--- config.mk ---
export PLATFORM = sky130hd
export DESIGN_NAME = pig_turn_ctrl_flat
export DESIGN_NICKNAME = d
export VERILOG_FILES = /design/src/rtl/pig_turn_ctrl_if.sv /design/src/rtl/pig_turn_ctrl.sv /design/src/flat_wrapper.sv
export SDC_FILE = /design/constraint.sdc
export NUM_CORES = 1
export LEC_CHECK = 0
export BUFFER_PORTS_ARGS = -buffer_cell sky130_fd_sc_hd__buf_4
export CORE_ASPECT_RATIO = 1.25
export CORE_MARGIN = 1.5
export CORE_UTILIZATION = 50
export CTS_CLUSTER_DIAMETER = 120
export DETAILED_ROUTE_END_ITERATION = 7
export GPL_ROUTABILITY_DRIVEN = 0
export PLACE_DENSITY = 0.73
export SLEW_MARGIN = 0
export SYNTH_ARGS = -nofsm -noshare
export SYNTH_HDL_FRONTEND = slang
export SYNTH_SLANG_ARGS = --single-unit
--- constraint.sdc ---
create_clock -name clock -period 5.7 [get_ports clock]
set_input_delay 0.285 -clock clock [delete_from_list [all_inputs] [get_ports clock]]
set_output_delay 0.285 -clock clock [all_outputs]
set_load 0.02 [all_outputs]
--- src/rtl/pig_turn_ctrl_if.sv ---
// Signal bundle between the Pig turn controller and the player buttons / dice roller.
// The master side drives the buttons and roll value. The slave side is the controller.
interface pig_turn_ctrl_if #(
    parameter int SCORE_W = 8
) ();
    logic               new_game;
    logic               roll_btn;
    logic               hold_btn;
    logic [3:0]         roll;
    logic               en_roll;
    logic               cur_player;
    logic [SCORE_W-1:0] p1_score;
    logic [SCORE_W-1:0] p2_score;
    logic [SCORE_W-1:0] turn_total;
    logic [3:0]         last_roll;
    logic               bust;
    logic               roll_err;
    logic               game_over;
    logic               winner;

    modport master (
        output new_game, roll_btn, hold_btn, roll,
        input  en_roll, cur_player, p1_score, p2_score, turn_total, last_roll,
               bust, roll_err, game_over, winner
    );

    modport slave (
        input  new_game, roll_btn, hold_btn, roll,
        output en_roll, cur_player, p1_score, p2_score, turn_total, last_roll,
               bust, roll_err, game_over, winner
    );
endinterface

--- src/rtl/pig_turn_ctrl.sv ---
// Turn and score controller for two-player Pig. It gates the dice roller and samples the settled roll.
// It applies bust, accumulate and bank rules, and holds the game in WIN until a new game starts.
module pig_turn_ctrl #(
    parameter int WIN_SCORE = 100,
    parameter int SCORE_W   = 8
) (
    input  logic           clock,
    input  logic           reset,
    pig_turn_ctrl_if.slave bus
);
    localparam logic [2:0] ST_WAIT = 3'd0;
    localparam logic [2:0] ST_SPIN = 3'd1;
    localparam logic [2:0] ST_EVAL = 3'd2;
    localparam logic [2:0] ST_BANK = 3'd3;
    localparam logic [2:0] ST_WIN  = 3'd4;

    localparam logic [SCORE_W-1:0] SCORE_ZERO = {SCORE_W{1'b0}};
    localparam logic [SCORE_W:0]   WIN_THR    = (SCORE_W+1)'(WIN_SCORE);

    function automatic logic [SCORE_W-1:0] sat_add(input logic [SCORE_W-1:0] a,
                                                   input logic [SCORE_W-1:0] b);
        logic [SCORE_W:0] sum;
        sum = {1'b0, a} + {1'b0, b};
        if (sum[SCORE_W]) begin
            sat_add = {SCORE_W{1'b1}};
        end else begin
            sat_add = sum[SCORE_W-1:0];
        end
    endfunction

    logic [2:0]         r_state;
    logic               r_en_roll;
    logic               r_player;
    logic [SCORE_W-1:0] r_p1;
    logic [SCORE_W-1:0] r_p2;
    logic [SCORE_W-1:0] r_tt;
    logic [3:0]         r_last;
    logic               r_bust;
    logic               r_err;
    logic               r_over;
    logic               r_winner;

    logic [2:0]         w_state_nxt;
    logic               w_player_nxt;
    logic [SCORE_W-1:0] w_p1_nxt;
    logic [SCORE_W-1:0] w_p2_nxt;
    logic [SCORE_W-1:0] w_tt_nxt;
    logic [3:0]         w_last_nxt;
    logic               w_bust_nxt;
    logic               w_err_nxt;
    logic               w_winner_nxt;
    logic [SCORE_W-1:0] w_active;
    logic [SCORE_W:0]   w_bank_sum;
    logic [SCORE_W-1:0] w_bank_clip;

    // Banking arithmetic. The threshold uses the unclipped sum.
    always_comb begin
        if (r_player) begin
            w_active = r_p2;
        end else begin
            w_active = r_p1;
        end
        w_bank_sum  = {1'b0, w_active} + {1'b0, r_tt};
        w_bank_clip = sat_add(w_active, r_tt);
    end

    // Turn FSM next-state and next-value logic.
    always_comb begin
        w_state_nxt  = r_state;
        w_player_nxt = r_player;
        w_p1_nxt     = r_p1;
        w_p2_nxt     = r_p2;
        w_tt_nxt     = r_tt;
        w_last_nxt   = r_last;
        w_bust_nxt   = 1'b0;
        w_err_nxt    = 1'b0;
        w_winner_nxt = r_winner;
        case (r_state)
            ST_WAIT: begin
                if (bus.roll_btn) begin
                    w_state_nxt = ST_SPIN;
                end else if (bus.hold_btn && (r_tt != SCORE_ZERO)) begin
                    w_state_nxt = ST_BANK;
                end else begin
                    w_state_nxt = ST_WAIT;
                end
            end
            ST_SPIN: begin
                if (bus.roll_btn) begin
                    w_state_nxt = ST_SPIN;
                end else begin
                    w_state_nxt = ST_EVAL;
                end
            end
            ST_EVAL: begin
                w_last_nxt  = bus.roll;
                w_state_nxt = ST_WAIT;
                if (bus.roll == 4'd1) begin
                    w_tt_nxt     = SCORE_ZERO;
                    w_player_nxt = ~r_player;
                    w_bust_nxt   = 1'b1;
                end else if ((bus.roll >= 4'd2) && (bus.roll <= 4'd6)) begin
                    w_tt_nxt = sat_add(r_tt, SCORE_W'(bus.roll));
                end else begin
                    w_err_nxt = 1'b1;
                end
            end
            ST_BANK: begin
                w_tt_nxt = SCORE_ZERO;
                if (r_player) begin
                    w_p2_nxt = w_bank_clip;
                end else begin
                    w_p1_nxt = w_bank_clip;
                end
                if (w_bank_sum >= WIN_THR) begin
                    w_winner_nxt = r_player;
                    w_state_nxt  = ST_WIN;
                end else begin
                    w_player_nxt = ~r_player;
                    w_state_nxt  = ST_WAIT;
                end
            end
            ST_WIN: begin
                w_state_nxt = ST_WIN;
            end
            default: begin
                w_state_nxt = ST_WAIT;
            end
        endcase
    end

    // State and output registers. The asynchronous reset and the new_game clear use the same values.
    always_ff @(posedge clock or negedge reset) begin
        if (!reset) begin
            r_state   <= ST_WAIT;
            r_en_roll <= 1'b0;
            r_player  <= 1'b0;
            r_p1      <= SCORE_ZERO;
            r_p2      <= SCORE_ZERO;
            r_tt      <= SCORE_ZERO;
            r_last    <= 4'd0;
            r_bust    <= 1'b0;
            r_err     <= 1'b0;
            r_over    <= 1'b0;
            r_winner  <= 1'b0;
        end else if (bus.new_game) begin
            r_state   <= ST_WAIT;
            r_en_roll <= 1'b0;
            r_player  <= 1'b0;
            r_p1      <= SCORE_ZERO;
            r_p2      <= SCORE_ZERO;
            r_tt      <= SCORE_ZERO;
            r_last    <= 4'd0;
            r_bust    <= 1'b0;
            r_err     <= 1'b0;
            r_over    <= 1'b0;
            r_winner  <= 1'b0;
        end else begin
            r_state   <= w_state_nxt;
            r_en_roll <= (w_state_nxt == ST_SPIN);
            r_player  <= w_player_nxt;
            r_p1      <= w_p1_nxt;
            r_p2      <= w_p2_nxt;
            r_tt      <= w_tt_nxt;
            r_last    <= w_last_nxt;
            r_bust    <= w_bust_nxt;
            r_err     <= w_err_nxt;
            r_over    <= (w_state_nxt == ST_WIN);
            r_winner  <= w_winner_nxt;
        end
    end

    assign bus.en_roll    = r_en_roll;
    assign bus.cur_player = r_player;
    assign bus.p1_score   = r_p1;
    assign bus.p2_score   = r_p2;
    assign bus.turn_total = r_tt;
    assign bus.last_roll  = r_last;
    assign bus.bust       = r_bust;
    assign bus.roll_err   = r_err;
    assign bus.game_over  = r_over;
    assign bus.winner     = r_winner;
endmodule

--- src/flat_wrapper.sv ---
// flat-port wrapper written by rule: the top's interface ports become plain ports
module pig_turn_ctrl_flat 
#(
    parameter int WIN_SCORE = 100,
    parameter int SCORE_W   = 8
)
  (clock, reset, bus_new_game, bus_roll_btn, bus_hold_btn, bus_roll, bus_en_roll, bus_cur_player, bus_p1_score, bus_p2_score, bus_turn_total, bus_last_roll, bus_bust, bus_roll_err, bus_game_over, bus_winner);
  pig_turn_ctrl_if #(.SCORE_W(SCORE_W)) bus_i ();
  input  logic clock;
  input  logic reset;
  input wire logic [$bits(bus_i.new_game)-1:0] bus_new_game;
  input wire logic [$bits(bus_i.roll_btn)-1:0] bus_roll_btn;
  input wire logic [$bits(bus_i.hold_btn)-1:0] bus_hold_btn;
  input wire logic [$bits(bus_i.roll)-1:0] bus_roll;
  output wire logic [$bits(bus_i.en_roll)-1:0] bus_en_roll;
  output wire logic [$bits(bus_i.cur_player)-1:0] bus_cur_player;
  output wire logic [$bits(bus_i.p1_score)-1:0] bus_p1_score;
  output wire logic [$bits(bus_i.p2_score)-1:0] bus_p2_score;
  output wire logic [$bits(bus_i.turn_total)-1:0] bus_turn_total;
  output wire logic [$bits(bus_i.last_roll)-1:0] bus_last_roll;
  output wire logic [$bits(bus_i.bust)-1:0] bus_bust;
  output wire logic [$bits(bus_i.roll_err)-1:0] bus_roll_err;
  output wire logic [$bits(bus_i.game_over)-1:0] bus_game_over;
  output wire logic [$bits(bus_i.winner)-1:0] bus_winner;
  assign bus_i.new_game = bus_new_game;
  assign bus_i.roll_btn = bus_roll_btn;
  assign bus_i.hold_btn = bus_hold_btn;
  assign bus_i.roll = bus_roll;
  assign bus_en_roll = bus_i.en_roll;
  assign bus_cur_player = bus_i.cur_player;
  assign bus_p1_score = bus_i.p1_score;
  assign bus_p2_score = bus_i.p2_score;
  assign bus_turn_total = bus_i.turn_total;
  assign bus_last_roll = bus_i.last_roll;
  assign bus_bust = bus_i.bust;
  assign bus_roll_err = bus_i.roll_err;
  assign bus_game_over = bus_i.game_over;
  assign bus_winner = bus_i.winner;
  pig_turn_ctrl #(.WIN_SCORE(WIN_SCORE), .SCORE_W(SCORE_W)) u_core (.clock(clock), .reset(reset), .bus(bus_i));
endmodule
Word level (Yosys, flattened, before mapping)
Cells that the tools add are included.

Bits in registers: 37. Output and inout port bits: 34. Word-level logic and storage cells: 79.

Add/sub/neg operators: 2. Order comparisons: 3. Eq/ne operators: 11. Multiplexer cells: 37. Bitwise logic cells: 1. Reductions and logical operators: 14.

Operator list (count): 8-bit two-way mux (12); 8-bit case mux with 2 select lines (1); 1-bit two-way mux (15); 3-bit case mux with 4 select lines (1); 8-bit by 4-bit adder with 9-bit output (1); 8-bit by 8-bit adder with 9-bit output (1); 9-bit by 7-bit >= comparator with 1-bit output (second input constant) (1); 3-bit two-way mux (3); 4-bit two-way mux (2); 2-bit AND reduction (4); 2-bit nonzero test (4); 8-bit nonzero test (1); 3-bit by 1-bit equality test with 1-bit output (second input constant) (2); 3-bit by 2-bit equality test with 1-bit output (second input constant) (2); 3-bit equality test (second input constant) (2); 4-bit by 1-bit equality test with 1-bit output (second input constant) (1); 4-bit by 2-bit >= comparator with 1-bit output (second input constant) (1); 4-bit by 3-bit <= comparator with 1-bit output (second input constant) (1); 2-bit two-way mux (2); 4-bit by 2-bit inequality test with 1-bit output (second input constant) (1); 3-bit zero test (1); 3-bit by 2-bit inequality test with 1-bit output (second input constant) (1); 3-bit inequality test (second input constant) (1); 3-bit AND reduction (1); other kinds (5) (6).

Depth between registers and ports, before layout
Word-level depth: 7. Mapped depth: 13. Mapped depth without buffers: 11.

Worst setup path after synthesis
No wires, ideal clock.

Path type: reg-to-reg. From: reg u_core.r_player (netlist: u_core.bus.cur_player). To: reg u_core.r_player (netlist: u_core.bus.cur_player). Data arrival time: 3.053 ns. Path slack: 2.523 ns. Stages on the path, launching flop included: 14. Buffers on the path: 2. Clock period less this slack: 3.177 ns. Cells stage by stage: dfrtp_1 buf_1 mux2_2 ha_1 inv_1 fa_1 nand2b_1 a211oi_1 a211oi_1 o21a_1 buf_4 nor2_1 nor4_1 mux2_2.

Longest elaborated chain between the ends: 5. Elaborated cells on any way between the ends: 10. Those cells by class: add/sub: 1; order compare: 1; eq/ne: 1; mux: 5; bitwise: 1; reduce/logical: 1.

RTL lines: start, declared (line pig_turn_ctrl.sv:33) `logic r_player;`; start signal, assigned (line pig_turn_ctrl.sv:161) `r_player <= w_player_nxt;`; 8-bit two-way mux (line pig_turn_ctrl.sv:58) `if (r_player) begin`; 8-bit by 8-bit adder with 9-bit output (line pig_turn_ctrl.sv:63) `w_bank_sum = {1'b0, w_active} + {1'b0, r_tt};`; 9-bit by 7-bit >= comparator with 1-bit output (line pig_turn_ctrl.sv:115) `if (w_bank_sum >= WIN_THR) begin`; 3-bit inequality test (no line); 3-bit AND reduction (no line).

Several ways; a longest one is shown, not always the timed one. The select of a mux whose other input is x is not followed. A chain may end at the register's enable or synchronous reset.

Worst setup path in the final report
Ends and elaborated chain as after synthesis.

==> results.sh <==
export IMPL_status="finished, final reports clean"
export IMPL_swShare=0.3795
export IMPL_syn2layout_area_growth_pct=20.03
export IMPL_critPathMaxFanout=14
export IMPL_reg2reg_depth=11
export IMPL_rsz0062_at_grt="false"
export IMPL_drt_pass1_iterations=5
export IMPL_drc_errors=0
export IMPL_seq_power_share=0.360
export IMPL_yosysMostFrequentCell="dfrtp_1"
export IMPL_fmax_mhz=298.9
export IMPL_port_buffers=42
export IMPL_pre_cts_slack_ns=2.441
export IMPL_overflow=0
export IMPL_top_usage_layer="met2"
export IMPL_drtIter0Drc=77
export IMPL_grt_use_met1=0.2708
export IMPL_final_cell_count_no_fill=324
export IMPL_grt_max_degree=38
export IMPL_fillers=385
export IMPL_yosys_cell_types_count=40
export IMPL_clk_pin_slew_ns=0.07
export IMPL_path_cells="mux2_2, ha_1, inv_1, fa_1, nand2b_1, a211oi_1, a211oi_1, o21a_1, nor2_1, nor4_1, mux2_2"
export IMPL_ys_warnings_count=0
export IMPL_setup_ws_ns=2.354
export IMPL_relSlewSlack=0.4212
export IMPL_coreArea_sq_mm=0.004358
export IMPL_max_vdd_ir_drop_v=0.0001583
export IMPL_slew_violations=0
export IMPL_switchingPower_mw=0.3824
export IMPL_cp_start_kind="register"
export IMPL_start_util=0.5116
export IMPL_cts_resized=0
export IMPL_hold_buffers=1
export IMPL_grt_pass1_wl_mm=8.107
export IMPL_hold_ws_ns=0.1546
export IMPL_synth_edf_count=0
export IMPL_clk_latency_ns=0.28
export IMPL_cp_end_kind="register"
export IMPL_cts_tree="done"
export IMPL_p_leak_nw=1.317
export IMPL_worst_pin_slew_ns=0.8682
export IMPL_syn_area_sq_mm=0.002230
export IMPL_clock_sinks=37
export IMPL_routed_via_density=5.633
export IMPL_place_inst=315
export IMPL_reg2reg_slack_ns=2.35
export IMPL_fp_dieH_um=77.66
export IMPL_antenna_found_initial=0
export IMPL_skew_ns=0.001884
export IMPL_hold_depth=2
export IMPL_syn_avg_cell_area_sq_um=9.954
export IMPL_synth_top_cell_area_share=0.4153
export IMPL_track_usage=0.2098
export IMPL_async_flop_share=1.000
export IMPL_gr_usage_met3=0.03913
export IMPL_crit_slowest_cell="dfrtp_1"
export IMPL_fin_tns_setup_ns=0
export IMPL_nNetsFinal=288
export IMPL_fin_crit_sh=0.5870
export IMPL_worstReg2RegStart="u_core.bus.cur_player$_DFFE_PN0P_"
export IMPL_pwr_share_clk=0.198
export IMPL_hold_path_class="input port to register"
export IMPL_drv_cap=0
export IMPL_final_layout_size_suffix_gt1_frac=0.2744
export IMPL_ioPinCount=43
export IMPL_ant_nets=0
export IMPL_clockBufferDepth=2
export IMPL_rows=27
export IMPL_holdCritStartpoint="bus_roll_btn"
export IMPL_hold_end="u_core.r_state[1]$_DFF_PN0_"
export IMPL_cts_max_level=2
export IMPL_yosysTopAreaCell="dfrtp_1"
export IMPL_p_per_area_mw_per_mm2=376.6
export IMPL_synth_seq_cells=37
export IMPL_cts_root_buf="clkbuf_8"
export IMPL_grtUsageMet2=0.3495
export IMPL_hold_viol=0
export IMPL_arrival_ns=3.52
export IMPL_fin_crit_ns=3.346
export IMPL_seq_area_frac_synth=0.4153
export IMPL_power_mw=1.008
export IMPL_worstPathRequired_ns=5.87
export IMPL_synthTopCellsByCount="dfrtp_1 (37), mux2_2 (22), a21oi_1 (20), nor2_1 (20), nand2_1 (14)"
export IMPL_ys_flop_type="dfrtp_1"
export IMPL_place_hpwl_mm=3.526
export IMPL_drt_total_wl_mm=4.765
export IMPL_critPathBufInv=1
export IMPL_die_width_um=62.73
export IMPL_die_area_sq_mm=0.004871
export IMPL_grt_pass1_vias=1737
export IMPL_cts_setup_buffers=0
export IMPL_synth_area_leaders="dfrtp_1 (42%), mux2_2 (11%), ha_1 (6.7%), a21oi_1 (4.5%), nor2_1 (3.4%)"
export IMPL_reg2reg_to="u_core.bus.cur_player$_DFFE_PN0P_"
export IMPL_synth_cells=224
export IMPL_cts_made_buffers=5
export IMPL_critPathTopFamily="multiplexers"
export IMPL_finalSetupViolations=0
export IMPL_internal_power_mw=0.6254
export IMPL_vias=1825
export IMPL_worstSetupPathType="register to register"
export IMPL_syn_num_nets=247
export IMPL_p_comb_frac=0.443
export IMPL_wire_per_inst_um=14.71
export IMPL_insertedDiodeCount=0
export IMPL_slowest_delay_ns=0.67
layer usage:
| metal | part of all wire | vias up | wire (um) |
|---|---|---|---|
| met5 | 0 | - | 0 |
| met4 | 0.015 | 0 | 70 |
| met3 | 0.033 | 4 | 157 |
| met2 | 0.51 | 44 | 2431 |
| met1 | 0.44 | 893 | 2106 |
| li1 | - | 884 | - |
worst max path at each step:
| stage | start | to | slack (ns) | depth (start not counted) |
|---|---|---|---|---|
| final | u_core.bus.cur_player$_DFFE_PN0P_ | u_core.bus.cur_player$_DFFE_PN0P_ | 2.35 | 11 |
| after global routing | u_core.bus.cur_player$_DFFE_PN0P_ | u_core.bus.cur_player$_DFFE_PN0P_ | 2.10 | 11 |
| after CTS | u_core.bus.cur_player$_DFFE_PN0P_ | u_core.bus.cur_player$_DFFE_PN0P_ | 2.33 | 11 |
| after detailed placement | u_core.bus.cur_player$_DFFE_PN0P_ | u_core.bus.cur_player$_DFFE_PN0P_ | 2.44 | 11 |
| after global placement | u_core.bus.cur_player$_DFFE_PN0P_ | u_core.bus.cur_player$_DFFE_PN0P_ | 2.54 | 11 |
| after floorplan | u_core.bus.cur_player$_DFFE_PN0P_ | u_core.bus.cur_player$_DFFE_PN0P_ | 2.52 | 13 |
layout make-up:
type	count	area, sq um	share of cell area
multi-input combinational	170	1221	0.4563
sequential	37	925.9	0.3460
timing repair buffer	43	325.3	0.1216
clock buffer	7	96.34	0.03600
tap	58	72.57	0.02712
inverter	8	30.03	0.01122
clock inverter	1	5.005	0.001870
kinds of logic (layout without fill, tap and decap cells):
kind of cell	after synthesis	count (layout)	share of synthesized area
AND/OR/NAND/NOR	68	68	0.1560
AO/OA/AOI/OAI	53	53	0.1409
flip-flops	37	37	0.4153
multiplexers	28	28	0.1380
buffers and inverters	17	59	0.03704
adder cells (fa/ha/maj)	14	14	0.08530
XOR/XNOR	7	7	0.02750
stage by stage:
| stage | util | cell area [sq um] |
|---|---|---|
| after floorplan | - | 2230 |
| after global placement | 0.5886 | 2565 |
| after detailed placement | 0.5886 | 2565 |
| after CTS | 0.6141 | 2676 |
| after global routing | 0.6141 | 2676 |
| final | 0.6141 | 2676 |
placed cells by master, fill, tap and decap left out, types with 2 or more instances in the layout:
cell type and instances:
clkbuf_8 7, xnor2_1 3, inv_1 8, nor2b_1 7
fa_1 2, nor4_1 5, nand2_1 14, mux2i_1 6
a211oi_1 3, ha_1 12, o21a_1 2, mux2_2 22
and3_1 2, buf_4 42, nor2_1 20, nand2b_1 5
dfrtp_1 37, a21o_1 4, xor2_1 4, o21ai_0 13
nor3_1 4, nand3_1 2, o31ai_1 4, nor3b_1 3
a21oi_1 20
flip-flops by register name, indices dropped and copies added (netlist names):
name	flops
u_core.r_state	3
u_core.bus.bust	1
u_core.bus.last_roll	4
u_core.bus.en_roll	1
u_core.bus.winner	1
u_core.bus.p1_score	8
u_core.bus.cur_player	1
u_core.bus.turn_total	8
u_core.bus.game_over	1
u_core.bus.p2_score	8
u_core.bus.roll_err	1
power groups by stage:
stage	registers, mW	clock network (mW)	logic, mW
4_1_cts	0.362	0.204	0.447
5_1_grt	0.369	0.215	0.490
6_report	0.362	0.199	0.446
3_5_place_dp	0.367	0	0.444
3_3_place_gp	0.365	0	0.440
2_1_floorplan	0.414	0	0.270
Power figures use the tool's default switching activity.
